`config.mk`:
```
export PLATFORM = sky130hd
export DESIGN_NAME = ps2_host_tx
export DESIGN_NICKNAME = d
export VERILOG_FILES = /design/src/rtl/ps2_host_tx.sv
export SDC_FILE = /design/constraint.sdc
export NUM_CORES = 1
export LEC_CHECK = 0
export ABC_AREA = 1
export CAP_MARGIN = 20
export CELL_PAD_IN_SITES_DETAIL_PLACEMENT = 0
export CELL_PAD_IN_SITES_GLOBAL_PLACEMENT = 2
export CORE_MARGIN = 3
export CORE_UTILIZATION = 36
export DETAILED_ROUTE_END_ITERATION = 8
export PLACE_DENSITY_LB_ADDON = 0.1
export SLEW_MARGIN = 10
export SYNTH_ARGS = -nofsm -noshare
export SYNTH_HDL_FRONTEND = slang
export SYNTH_SLANG_ARGS = --single-unit
```
`constraint.sdc`:
```
create_clock -name clk -period 4.3 [get_ports clk]
set_input_delay 0.86 -clock clk [delete_from_list [all_inputs] [get_ports clk]]
set_output_delay 0.86 -clock clk [all_outputs]
set_load 0.01 [all_outputs]
```
`src/rtl/ps2_host_tx.sv`:
```
// ps2_host_tx -- host-to-device PS/2 command transmitter.
//
// Sends one command byte to a PS/2 device over the open-collector clock/data
// pair. It runs the request-to-send sequence: hold clock low, assert the start
// bit, release clock. It then shifts data LSB first, odd parity and stop on
// device-generated clock falling edges, and samples the device ACK.
//
// Optional build macro: PS2_TX_TIMEOUT_EN adds a watchdog. The watchdog aborts
// the frame when the device stops clocking for TIMEOUT_CYCLES cycles.
//
// Handshake: a byte is accepted in any cycle where tx_valid & tx_ready are both
// high. tx_ready is high only while the block is idle. A tx_valid seen while
// tx_ready is low is ignored, and the byte is not queued. Each accepted byte
// ends with exactly one single-cycle pulse on tx_done (ACK received) or on
// tx_err (NACK or timeout). tx_ready is already high in that pulse cycle.
//
// Parameters:
//   INHIBIT_CYCLES  clk cycles the PS/2 clock is held low before the start bit
//   TIMEOUT_CYCLES  max clk cycles between device clock falls (watchdog only)
// Ports:
//   clk          system clock
//   reset        asynchronous active-low reset
//   ps2_clk_in   PS/2 clock pad level (asynchronous)
//   ps2_data_in  PS/2 data pad level (asynchronous)
//   ps2_clk_oe   1 = pull PS/2 clock low, 0 = release
//   ps2_data_oe  1 = pull PS/2 data low, 0 = release
//   tx_data      command byte
//   tx_valid     request to send tx_data
//   tx_ready     idle, byte accepted on tx_valid & tx_ready
//   tx_done      one-cycle pulse: frame sent and ACK received
//   tx_err       one-cycle pulse: NACK or timeout
//   fsm_state    debug view of the FSM state register
`timescale 1ns/1ps

module ps2_host_tx #(
  parameter int INHIBIT_CYCLES = 5000,
  parameter int TIMEOUT_CYCLES = 750000
) (
  input  logic       clk,
  input  logic       reset,
  input  logic       ps2_clk_in,
  input  logic       ps2_data_in,
  output logic       ps2_clk_oe,
  output logic       ps2_data_oe,
  input  logic [7:0] tx_data,
  input  logic       tx_valid,
  output logic       tx_ready,
  output logic       tx_done,
  output logic       tx_err,
  output logic [2:0] fsm_state
);

  // The inhibit counter runs 0 .. INHIBIT_CYCLES-1.
  localparam int INH_W = (INHIBIT_CYCLES > 1) ? $clog2(INHIBIT_CYCLES) : 1;

  if (INHIBIT_CYCLES < 1 || TIMEOUT_CYCLES < 2) begin : g_bad_params
    $error("ps2_host_tx: INHIBIT_CYCLES must be >= 1 and TIMEOUT_CYCLES >= 2");
  end

  typedef enum logic [2:0] {
    S_IDLE    = 3'd0,
    S_INHIBIT = 3'd1,
    S_START   = 3'd2,
    S_SHIFT   = 3'd3,
    S_ACK     = 3'd4,
    S_RELEASE = 3'd5
  } state_t;

  state_t           state_q, state_d;
  logic [INH_W-1:0] inh_cnt_q, inh_cnt_d;
  logic [3:0]       idx_q, idx_d;
  logic [7:0]       data_q, data_d;
  logic             par_q, par_d;
  logic             clk_oe_d, data_oe_d, ready_d, done_d, err_d;

  // Pad synchronizers. They reset to 1, which matches the idle (released)
  // bus level, so a spurious fall is not seen right after reset.
  logic clk_s1, clk_s2, clk_prev;
  logic data_s1, data_s2;
  logic fall;

  always_ff @(posedge clk or negedge reset) begin
    if (!reset) begin
      clk_s1   <= 1'b1;
      clk_s2   <= 1'b1;
      clk_prev <= 1'b1;
      data_s1  <= 1'b1;
      data_s2  <= 1'b1;
    end else begin
      clk_s1   <= ps2_clk_in;
      clk_s2   <= clk_s1;
      clk_prev <= clk_s2;
      data_s1  <= ps2_data_in;
      data_s2  <= data_s1;
    end
  end

  assign fall = clk_prev & ~clk_s2;

`ifdef PS2_TX_TIMEOUT_EN
  localparam int WD_W = $clog2(TIMEOUT_CYCLES);
  logic [WD_W-1:0] wd_q, wd_d;
`endif

  // Next-state and next-output logic. The outputs are registered from these
  // values, so the pads never see decode glitches.
  always_comb begin
    state_d   = state_q;
    inh_cnt_d = inh_cnt_q;
    idx_d     = idx_q;
    data_d    = data_q;
    par_d     = par_q;
    clk_oe_d  = ps2_clk_oe;
    data_oe_d = ps2_data_oe;
    ready_d   = 1'b0;
    done_d    = 1'b0;
    err_d     = 1'b0;
`ifdef PS2_TX_TIMEOUT_EN
    wd_d      = '0;
`endif

    case (state_q)
      S_IDLE: begin
        clk_oe_d  = 1'b0;
        data_oe_d = 1'b0;
        if (tx_valid && tx_ready) begin
          data_d    = tx_data;
          par_d     = ~^tx_data;
          inh_cnt_d = '0;
          clk_oe_d  = 1'b1;
          state_d   = S_INHIBIT;
        end
      end

      S_INHIBIT: begin
        clk_oe_d = 1'b1;
        if (inh_cnt_q == INH_W'(INHIBIT_CYCLES - 1)) begin
          // Start bit goes out while the clock is still held low.
          data_oe_d = 1'b1;
          state_d   = S_START;
        end else begin
          inh_cnt_d = inh_cnt_q + INH_W'(1);
        end
      end

      S_START: begin
        // Release the clock. From now on the device owns the clock.
        clk_oe_d  = 1'b0;
        data_oe_d = 1'b1;
        idx_d     = 4'd0;
        state_d   = S_SHIFT;
      end

      S_SHIFT: begin
        if (fall) begin
          idx_d = idx_q + 4'd1;
          if (idx_q < 4'd8) begin
            data_oe_d = ~data_q[idx_q[2:0]];
          end else if (idx_q == 4'd8) begin
            data_oe_d = ~par_q;
          end else begin
            data_oe_d = 1'b0;  // stop bit: line released
            state_d   = S_ACK;
          end
        end
      end

      S_ACK: begin
        if (fall) begin
          if (!data_s2) begin
            state_d = S_RELEASE;
          end else begin
            err_d   = 1'b1;
            state_d = S_IDLE;
          end
        end
      end

      S_RELEASE: begin
        if (clk_s2 && data_s2) begin
          done_d  = 1'b1;
          state_d = S_IDLE;
        end
      end

      default: begin
        clk_oe_d  = 1'b0;
        data_oe_d = 1'b0;
        state_d   = S_IDLE;
      end
    endcase

`ifdef PS2_TX_TIMEOUT_EN
    // The watchdog is cleared in START (entry to SHIFT) and on every fall.
    // A frame that has already finished this cycle takes priority.
    if (state_q inside {S_SHIFT, S_ACK, S_RELEASE}) begin
      wd_d = fall ? '0 : wd_q + WD_W'(1);
      if (!fall && (wd_q == WD_W'(TIMEOUT_CYCLES - 1)) && (state_d != S_IDLE)) begin
        clk_oe_d  = 1'b0;
        data_oe_d = 1'b0;
        err_d     = 1'b1;
        wd_d      = '0;
        state_d   = S_IDLE;
      end
    end
`endif

    ready_d = (state_d == S_IDLE);
  end

  always_ff @(posedge clk or negedge reset) begin
    if (!reset) begin
      state_q     <= S_IDLE;
      inh_cnt_q   <= '0;
      idx_q       <= '0;
      data_q      <= '0;
      par_q       <= 1'b0;
      ps2_clk_oe  <= 1'b0;
      ps2_data_oe <= 1'b0;
      tx_ready    <= 1'b1;
      tx_done     <= 1'b0;
      tx_err      <= 1'b0;
    end else begin
      state_q     <= state_d;
      inh_cnt_q   <= inh_cnt_d;
      idx_q       <= idx_d;
      data_q      <= data_d;
      par_q       <= par_d;
      ps2_clk_oe  <= clk_oe_d;
      ps2_data_oe <= data_oe_d;
      tx_ready    <= ready_d;
      tx_done     <= done_d;
      tx_err      <= err_d;
    end
  end

`ifdef PS2_TX_TIMEOUT_EN
  always_ff @(posedge clk or negedge reset) begin
    if (!reset) begin
      wd_q <= '0;
    end else begin
      wd_q <= wd_d;
    end
  end
`endif

  assign fsm_state = state_q;

endmodule

```
==> impl_metrics.ini, run 1 <==
[final_layout]
final_cells = 360
multiInputGateArea_um2 = 985
seq_area_um2 = 983
drive_above_1_share = 0.125
antenna_cells = 0
syn_to_final_growth_pct = 16.9
n_fill_cell = 574
nNetsFinal = 303

[logic_synthesis]
synthAdderAreaFrac = 0.0175
synth-seq-cells = 39
synthArstFlopShare = 1.00
ys.flop_type = dfrtp_1
synth.yosys.seq_area_share = 0.459
yosysWarnings = 0
muxShareOfSynthArea = 0
synth_xor_area_frac = 0.0450
syn-cell-area_mm2 = 0.00214
synth_edf_count = 0
yosys.area_share.simple = 0.306
synth_top_area_frac = 0.385
synth_cell_types = 33
synth_area_per_cell_um2 = 8.12
synth-compound-area-share = 0.0905
synth_nets = 280
synth_common_cells = nand2_1 (68), dfrtp_1 (33), inv_1 (32), nand3_1 (27), nor2_1 (20)
yosys.area.top_type = dfrtp_1
synth_top_family_by_area = simple AND/OR/NAND/NOR gates
synthesis.instances = 264
synth_area_leaders = dfrtp_1 (39%), nand2_1 (12%), dfstp_2 (7.4%)
post-synth-top-count-cell = nand2_1

[min_path]
min_from = data_s1
hold_path_class = flip-flop to flip-flop

[grt]
track_usage = 0.139
grt_max_degree = 40
grt_pass1_wl_um = 7940
grt_overflow_total = 0
antenna_found_initial = 0
grt_pass1_vias = 1662

[clock_tree]
cts_buffers = 5
post_cts_resized = 0
cts.sink_count = 39
clkTransAtPathRegs_ns = 0.08
cts_max_path_buffers = 2
post-cts-setup-buffers = 0
clock_latency_ns = 0.29
clock-root-buffer = clkbuf_8
cts_hold_buf = 0
ctsHtreeMaxLevel = 2
cts_tree = yes

[sta]
fmax_mhz = 447
fin_crit_ns = 2.24
worstMarginPinSlew_ns = 0.882
clock_skew_ns = 0.00586
hold_viol = 0
tns_ns = 0
min_period_over_period = 0.520
rsz0062_at_grt = no
slew_violations = 0
relSlewSlack = 0.412
setup-violations-final = 0

[flow_run]
maxCapViolations = 0

[critical_path]
path_delay_family = flip-flops
critPathKind = flip-flop to primary output
reg2reg_from = inh_cnt_q[0]
slowest_stage = dfstp_2
cp_num_buf_inv = 1
start_kind = flip-flop
worstPathRequired_ns = 3.44
crit_path_max_fanout = 2
max_stage_delay_ns = 0.55
worstPathCellList = clkdlybuf4s50_1
critPathLaunch = tx_ready
worstPathArrival_ns = 1.38
cp-end-kind = primary output

[die]
num_rows = 27
io_pins = 21
fp.dieH_um = 83.2
start_util = 0.380
core_region_area_mm2 = 0.00564
die_area_mm2 = 0.00692
die_w_um = 83.2

[routing]
dr.pass1.iters = 4
dr_total_vias = 1667
drt_iter0_markers = 92
wl_um = 4360
drc = 0
drtAntennaViolNets = 0
avgRoutedWirePerCell_um = 12.1
vias_per_cell = 4.63

[power]
irDropWorstVdd_uv = 128
p_switching_mw = 0.154
combPwrFrac = 0.049
total_power_mw = 0.714
p_int_mw = 0.560
power.leakage_nw = 1.16
powerDensity_mw_per_mm2 = 285
swShare = 0.215
seqPwrFrac = 0.521
clock_power_share = 0.430

[placement]
place.port_buffers = 20
dpl.cell_count = 352
place.gp.congestion = 0.789
dpl.hpwl_um = 3290

[status]
status = finished, final reports clean
[metrics by stage]
stage / setup WS [ns] / area (µm²) / util / hold WS, ns
floorplan: 2.78 / 2140 / - / 0.345
global placement: 2.10 / 2390 / 0.424 / 0.346
detailed placement: 2.07 / 2390 / 0.424 / 0.347
CTS: 2.05 / 2510 / 0.444 / 0.360
global route: 2.02 / 2510 / 0.444 / 0.365
finish: 2.06 / 2510 / 0.444 / 0.358
[path summary, 6_finish.rpt]
kind                            slack, ns  cells past startpoint            to
worst min register to register       0.36                      0       data_s2
max in group asynchronous            3.07                      1  inh_cnt_q[4]
worst max register to register       2.56                      8  inh_cnt_q[9]
min in group asynchronous            0.68                      1    ps2_clk_oe
worst max-delay path                 2.06                      1      tx_ready
worst min-delay path                 0.36                      0       data_s2
[registers in the layout, summed over array words and instances, names as in the netlist, 3 cells and up]
signal / count
fsm_state: 3
idx_q: 4
data_q: 8
inh_cnt_q: 13
[layout make-up]
type	count	area share
Timing Repair Buffer	20	0.0779
Clock buffer	5	0.0275
Sequential cell	39	0.392
Clock inverter	3	0.0175
Tap cell	72	0.0359
Inverter	36	0.0559
Multi-Input combinational cell	185	0.393
[power groups by stage]
| stage | sequential [mW] | combinational (mW) | clock (mW) |
|---|---|---|---|
| floorplan | 0.379 | 0.0140 | 0 |
| global placement | 0.379 | 0.0359 | 0 |
| detailed placement | 0.379 | 0.0360 | 0 |
| CTS | 0.372 | 0.0361 | 0.318 |
| global route | 0.372 | 0.0395 | 0.337 |
| finish | 0.372 | 0.0349 | 0.307 |
[layout by cell type, fill, tap and decap left out]
| cell | synthesis | routed |
|---|---|---|
| o31ai_2 | 1 | 1 |
| nand3_1 | 27 | 27 |
| clkinv_4 | 1 | 2 |
| clkinv_2 | 0 | 1 |
| ha_1 | 3 | 3 |
| o22ai_1 | 1 | 1 |
| o21ai_0 | 16 | 16 |
| nand2_4 | 4 | 4 |
| xor2_1 | 6 | 6 |
| clkbuf_8 | 0 | 5 |
| nor2_4 | 2 | 2 |
| buf_2 | 1 | 1 |
| nor2_1 | 20 | 20 |
| a21oi_1 | 7 | 7 |
| and3_2 | 1 | 1 |
| nand4_1 | 5 | 5 |
| clkdlybuf4s50_1 | 0 | 19 |
| and3_1 | 1 | 1 |
| xnor2_1 | 5 | 5 |
| o21ai_1 | 1 | 1 |
| a21oi_2 | 1 | 1 |
| inv_2 | 3 | 3 |
| dfrtp_1 | 33 | 33 |
| nand4_4 | 1 | 1 |
| nor2_2 | 1 | 1 |
| bufinv_16 | 0 | 1 |
| nor3_1 | 7 | 7 |
| o21ai_2 | 3 | 3 |
| o31ai_1 | 1 | 1 |
| o22ai_2 | 1 | 1 |
| inv_1 | 32 | 32 |
| nand2_1 | 68 | 68 |
| nand2_2 | 1 | 1 |
| dfstp_2 | 6 | 6 |
| nand3_2 | 1 | 1 |
[layer usage]
metal | global-route usage | wire, µm | vias to the layer above
li1 | - | - | 894
met1 | 0.205 | 2330 | 743
met2 | 0.203 | 1810 | 23
met3 | 0.0327 | 151 | 7
met4 | 0.0401 | 74 | 0
met5 | 0 | 0 | -
[logic make-up after synthesis]
logic type,Yosys count
AOI/OAI and AO/OA,32
xor gates and xnor gates,11
adders and majority gates,3
buffers and inverters,40
DFF,39
and+or+nand+nor,139
Note: power is estimated with default switching activity, not from simulation.
==> inputs of run 2 (changes only) <==
- CORE_UTILIZATION: 36 -> 34
- clock period: 4.3 -> 2.3 ns (I/O delays scaled with it)
==> run 2 against run 1 <==
Total power is 87% higher. Die area is 5.4% higher. Clock-buffer cell count is 1 higher. Hold slack worse by 0.19 ns. Highest routed layer unchanged.
==> impl_metrics.ini, run 2 (synthesis gave the netlist of run 1 again) <==
[status]
status = finished, final reports clean

[power]
power.leakage_nw = 1.17
total_power_mw = 1.33
irDropWorstVdd_uv = 234
powerDensity_mw_per_mm2 = 527

[grt]
grt_overflow_total = 0
grt_pass1_vias = 1702
use_met2 = 0.210
gr-usage-met1 = 0.207
track_usage = 0.144
antenna_found_initial = 0
grt.busiest_layer = met2
grt_max_degree = 26
met3_usage = 0.0369
grt_pass1_wl_um = 8300

[critical_path]
start_kind = flip-flop
worstPathCellList = clkdlybuf4s50_1
slowest_stage = dfstp_2
worstPathRequired_ns = 1.84
reg2reg_slack_ns = 0.62
critPathKind = flip-flop to primary output
worstPathArrival_ns = 1.38
path_delay_family = flip-flops
max_stage_delay_ns = 0.55
reg2reg_from = idx_q[0]
critPathLaunch = tx_ready
crit_path_max_fanout = 2
cp_num_buf_inv = 1
cp-end-kind = primary output

[final_layout]
largest_reg_flops = 13
antenna_cells = 0
top_regs = inh_cnt_q: 13 flops, data_q: 8 flops, idx_q: 4 flops
syn_to_final_growth_pct = 18.0
nNetsFinal = 306
drive_above_1_share = 0.131
fin_area_mm2 = 0.00253
layout_commonest_cell = nand2_1
top_register = inh_cnt_q
final_cell_mix = nand2_1 (68), dfrtp_1 (33), inv_1 (32), nand3_1 (27), nor2_1 (20)
n_fill_cell = 622

[placement]
dpl-instance-area_mm2 = 0.00242
place.gp.congestion = 0.729
dpl.hpwl_um = 3510
place.port_buffers = 20
pre_cts_ws_ns = 0.447

[die]
die_area_mm2 = 0.00729
start_util = 0.356
core_region_area_mm2 = 0.00603
die_w_um = 85.4
io_pins = 21
fp.dieH_um = 85.4
num_rows = 28

[min_path]
hold_path_class = primary input to async pin

[flow_run]
maxCapViolations = 0

[clock_tree]
clock-root-buffer = clkbuf_8
ctsHtreeMaxLevel = 2
cts.sink_count = 39
cts_max_path_buffers = 2
clkTransAtPathRegs_ns = 0.08
cts_tree = yes
cts_buffers = 5
post_cts_resized = 0
cts_hold_buf = 0
clock_latency_ns = 0.29
post-cts-setup-buffers = 0

[routing]
dr_total_vias = 1693
drt_iter0_markers = 82
drc = 0
dr.pass1.iters = 4
wl_um = 4660
avgRoutedWirePerCell_um = 12.7
drtAntennaViolNets = 0
vias_per_cell = 4.63

[sta]
fmax_mhz = 544
hold_viol = 0
relSlewSlack = 0.594
min_period_over_period = 0.799
rsz0062_at_grt = no
tns_ns = 0
slew_violations = 0
clock_skew_ns = 0.00750
setup-violations-final = 0
fin_crit_ns = 1.84
setup_slack_ns = 0.463
worstMarginPinSlew_ns = 0.609
run 2: final timing paths:
path / endpoint / depth (start not counted)
worst max-delay path: tx_ready / 1
worst min-delay path: inh_cnt_q[9] / 1
worst max register to register: tx_ready / 7
worst min register to register: data_s2 / 0
max in group asynchronous: clk_s1 / 2
min in group clk: data_s2 / 0
run 2: final cells by class:
class / instances / area [µm²] / share of cell area
clock buffers: 6 / 72.6 / 0.0287
flip-flops and latches: 39 / 983 / 0.389
multi-input cells: 185 / 985 / 0.389
inverters: 36 / 140 / 0.0554
clock inverters: 2 / 37.5 / 0.0148
well taps: 75 / 93.8 / 0.0371
repair buffers: 23 / 218 / 0.0861
run 2: through the flow:
step / utilization / cells / hold WS (ns)
after floorplan: - / 264 / 0.164
after global placement: 0.402 / 358 / 0.345
after detailed placement: 0.402 / 358 / 0.347
after CTS: 0.420 / 366 / 0.184
after global routing: 0.420 / 366 / 0.202
final: 0.420 / 366 / 0.170
run 2: routing by layer:
metal	wire length [µm]	vias to the layer above
met5	0	-
met3	166	6
li1	-	906
met4	69	0
met2	1950	22
met1	2470	759
run 2: report_power, final:
part	internal (mW)	switching, mW
combinational	0.0328	0.0353
sequential	0.693	0.00167
clock	0.324	0.247
total	1.05	0.284
==> inputs of run 3 (changes only) <==
- clock period: 2.3 -> 1.8 ns (I/O delays scaled with it)
==> run 3 against run 2 <==
Clock skew fell by 0.00088 ns. Wire length is 2.3% lower. Via count increased by 1.3%. Largest power group unchanged. First-iteration DRC count up 39%. Core utilization is 0.062 points higher. Cell area is 0.15% higher. Non-clock buffer count is 2 higher. Largest cell class is now registers. Register-to-register slack lost 0.38 ns. Critical path depth unchanged.
==> impl_metrics.ini, run 3 (synthesis gave the netlist of run 1 again) <==
[status]
status = finished, final reports clean

[sta]
hold_viol = 0
setup_slack_ns = 0.0643
rsz0062_at_grt = no
worstMarginPinSlew_ns = 0.500
fin_crit_ns = 1.74
slew_violations = 0
tns_ns = 0
clock_skew_ns = 0.00662
fmax_mhz = 576
setup-violations-final = 0
relSlewSlack = 0.666
min_period_over_period = 0.964

[critical_path]
start_kind = flip-flop
crit_path_max_fanout = 2
worstPathRequired_ns = 1.44
reg2reg_from = inh_cnt_q[0]
slowest_stage = dfstp_2
cp-end-kind = primary output
worstPathArrival_ns = 1.38
r2r_cells = 9
reg2reg_slack_ns = 0.24
worstPathCellList = clkdlybuf4s50_1
path_delay_family = flip-flops
critPathKind = flip-flop to primary output
max_stage_delay_ns = 0.55
r2r_end = inh_cnt_q[8]
cp_num_buf_inv = 1

[clock_tree]
post_cts_resized = 0
cts_max_path_buffers = 2
post-cts-setup-buffers = 0
clock_latency_ns = 0.29
ctsHtreeMaxLevel = 2
clock-root-buffer = clkbuf_8
cts_buffers = 5
cts.sink_count = 39
cts_hold_buf = 0
clkTransAtPathRegs_ns = 0.08
cts_tree = yes

[power]
powerDensity_mw_per_mm2 = 621
irDropWorstVdd_uv = 254
power.leakage_nw = 1.17

[placement]
dpl-instance-area_mm2 = 0.00245
dpl.hpwl_um = 3440
pre_cts_ws_ns = 0.100
place.port_buffers = 20
place.gp.congestion = 0.751
dpl.cell_count = 360

[final_layout]
final_cells = 368
final_cell_mix = nand2_1 (68), inv_1 (32), dfrtp_1 (32), nand3_1 (27), nor2_1 (20)
syn_to_final_growth_pct = 18.2
fin_area_mm2 = 0.00253
top_register = inh_cnt_q
largest_reg_flops = 13
nNetsFinal = 308
top_regs = inh_cnt_q: 13 flops, data_q: 8 flops, idx_q: 4 flops
n_fill_cell = 634
antenna_cells = 0
drive_above_1_share = 0.140
layout_commonest_cell = nand2_1

[routing]
m1WireLength_um = 2440
vias_per_cell = 4.66
avgRoutedWirePerCell_um = 12.4
wl_um = 4550
routed.top_layer = met4
drc = 0
wl_met2_um = 1870
wl_met3_um = 180
drtAntennaViolNets = 0
drt_iter0_markers = 114
dr_total_vias = 1715
dr.pass1.iters = 4

[grt]
antenna_found_initial = 0
track_usage = 0.141
grt_pass1_vias = 1601
grt_pass1_wl_um = 8110
grt_max_degree = 22
grt_overflow_total = 0

[die]
core_region_area_mm2 = 0.00603
io_pins = 21
start_util = 0.356
fp.dieH_um = 85.4
die_area_mm2 = 0.00729
die_w_um = 85.4
num_rows = 28

[flow_run]
maxCapViolations = 0

[min_path]
hold_path_class = primary input to async pin
[run 3: cell types whose count changed in the layout (fill, tap and decap cells not counted)]
cell,previous run,this run
buf_4,3,4
clkinv_2,0,1
bufinv_16,1,0
buf_12,0,1
dfrtp_1,33,32
dfrtp_2,0,1
[run 3: through the flow]
stage,utilization,power [mW],hold slack (ns)
after CTS,0.420,1.61,0.0261
after floorplan,-,0.938,0.0644
after global routing,0.420,1.66,0.0395
final,0.420,1.57,0.0220
after global placement,0.406,0.997,0.346
after detailed placement,0.406,0.996,0.347
[run 3: worst max-delay path by stage]
stage                             from      endpoint  cells past startpoint
after detailed placement      tx_valid     data_q[4]                      4
after global routing      fsm_state[1]  fsm_state[1]                      1
after CTS                 fsm_state[2]  fsm_state[2]                      1
final                         tx_ready      tx_ready                      1
after global placement        tx_valid     data_q[2]                      4
after floorplan           inh_cnt_q[0]  inh_cnt_q[0]                      9
[run 3: power by group]
part           leakage, nW  switching (mW)  internal, mW
clock network       0.0412           0.325         0.271
logic                0.697          0.0452        0.0435
registers            0.435         0.00209         0.886
[run 3: routing by layer]
layer / vias up / track usage
li1: 900 / -
met1: 782 / 0.208
met2: 27 / 0.203
met3: 6 / 0.0379
met4: 0 / 0.0388
met5: - / 0
[run 3: final cells by class]
class	count	area (µm²)	area share
inverters	36	140	0.0553
multi-input cells	185	985	0.389
repair buffers	25	245	0.0968
clock inverters	2	12.5	0.00494
flip-flops and latches	39	985	0.389
well taps	75	93.8	0.0370
clock buffers	6	72.6	0.0286
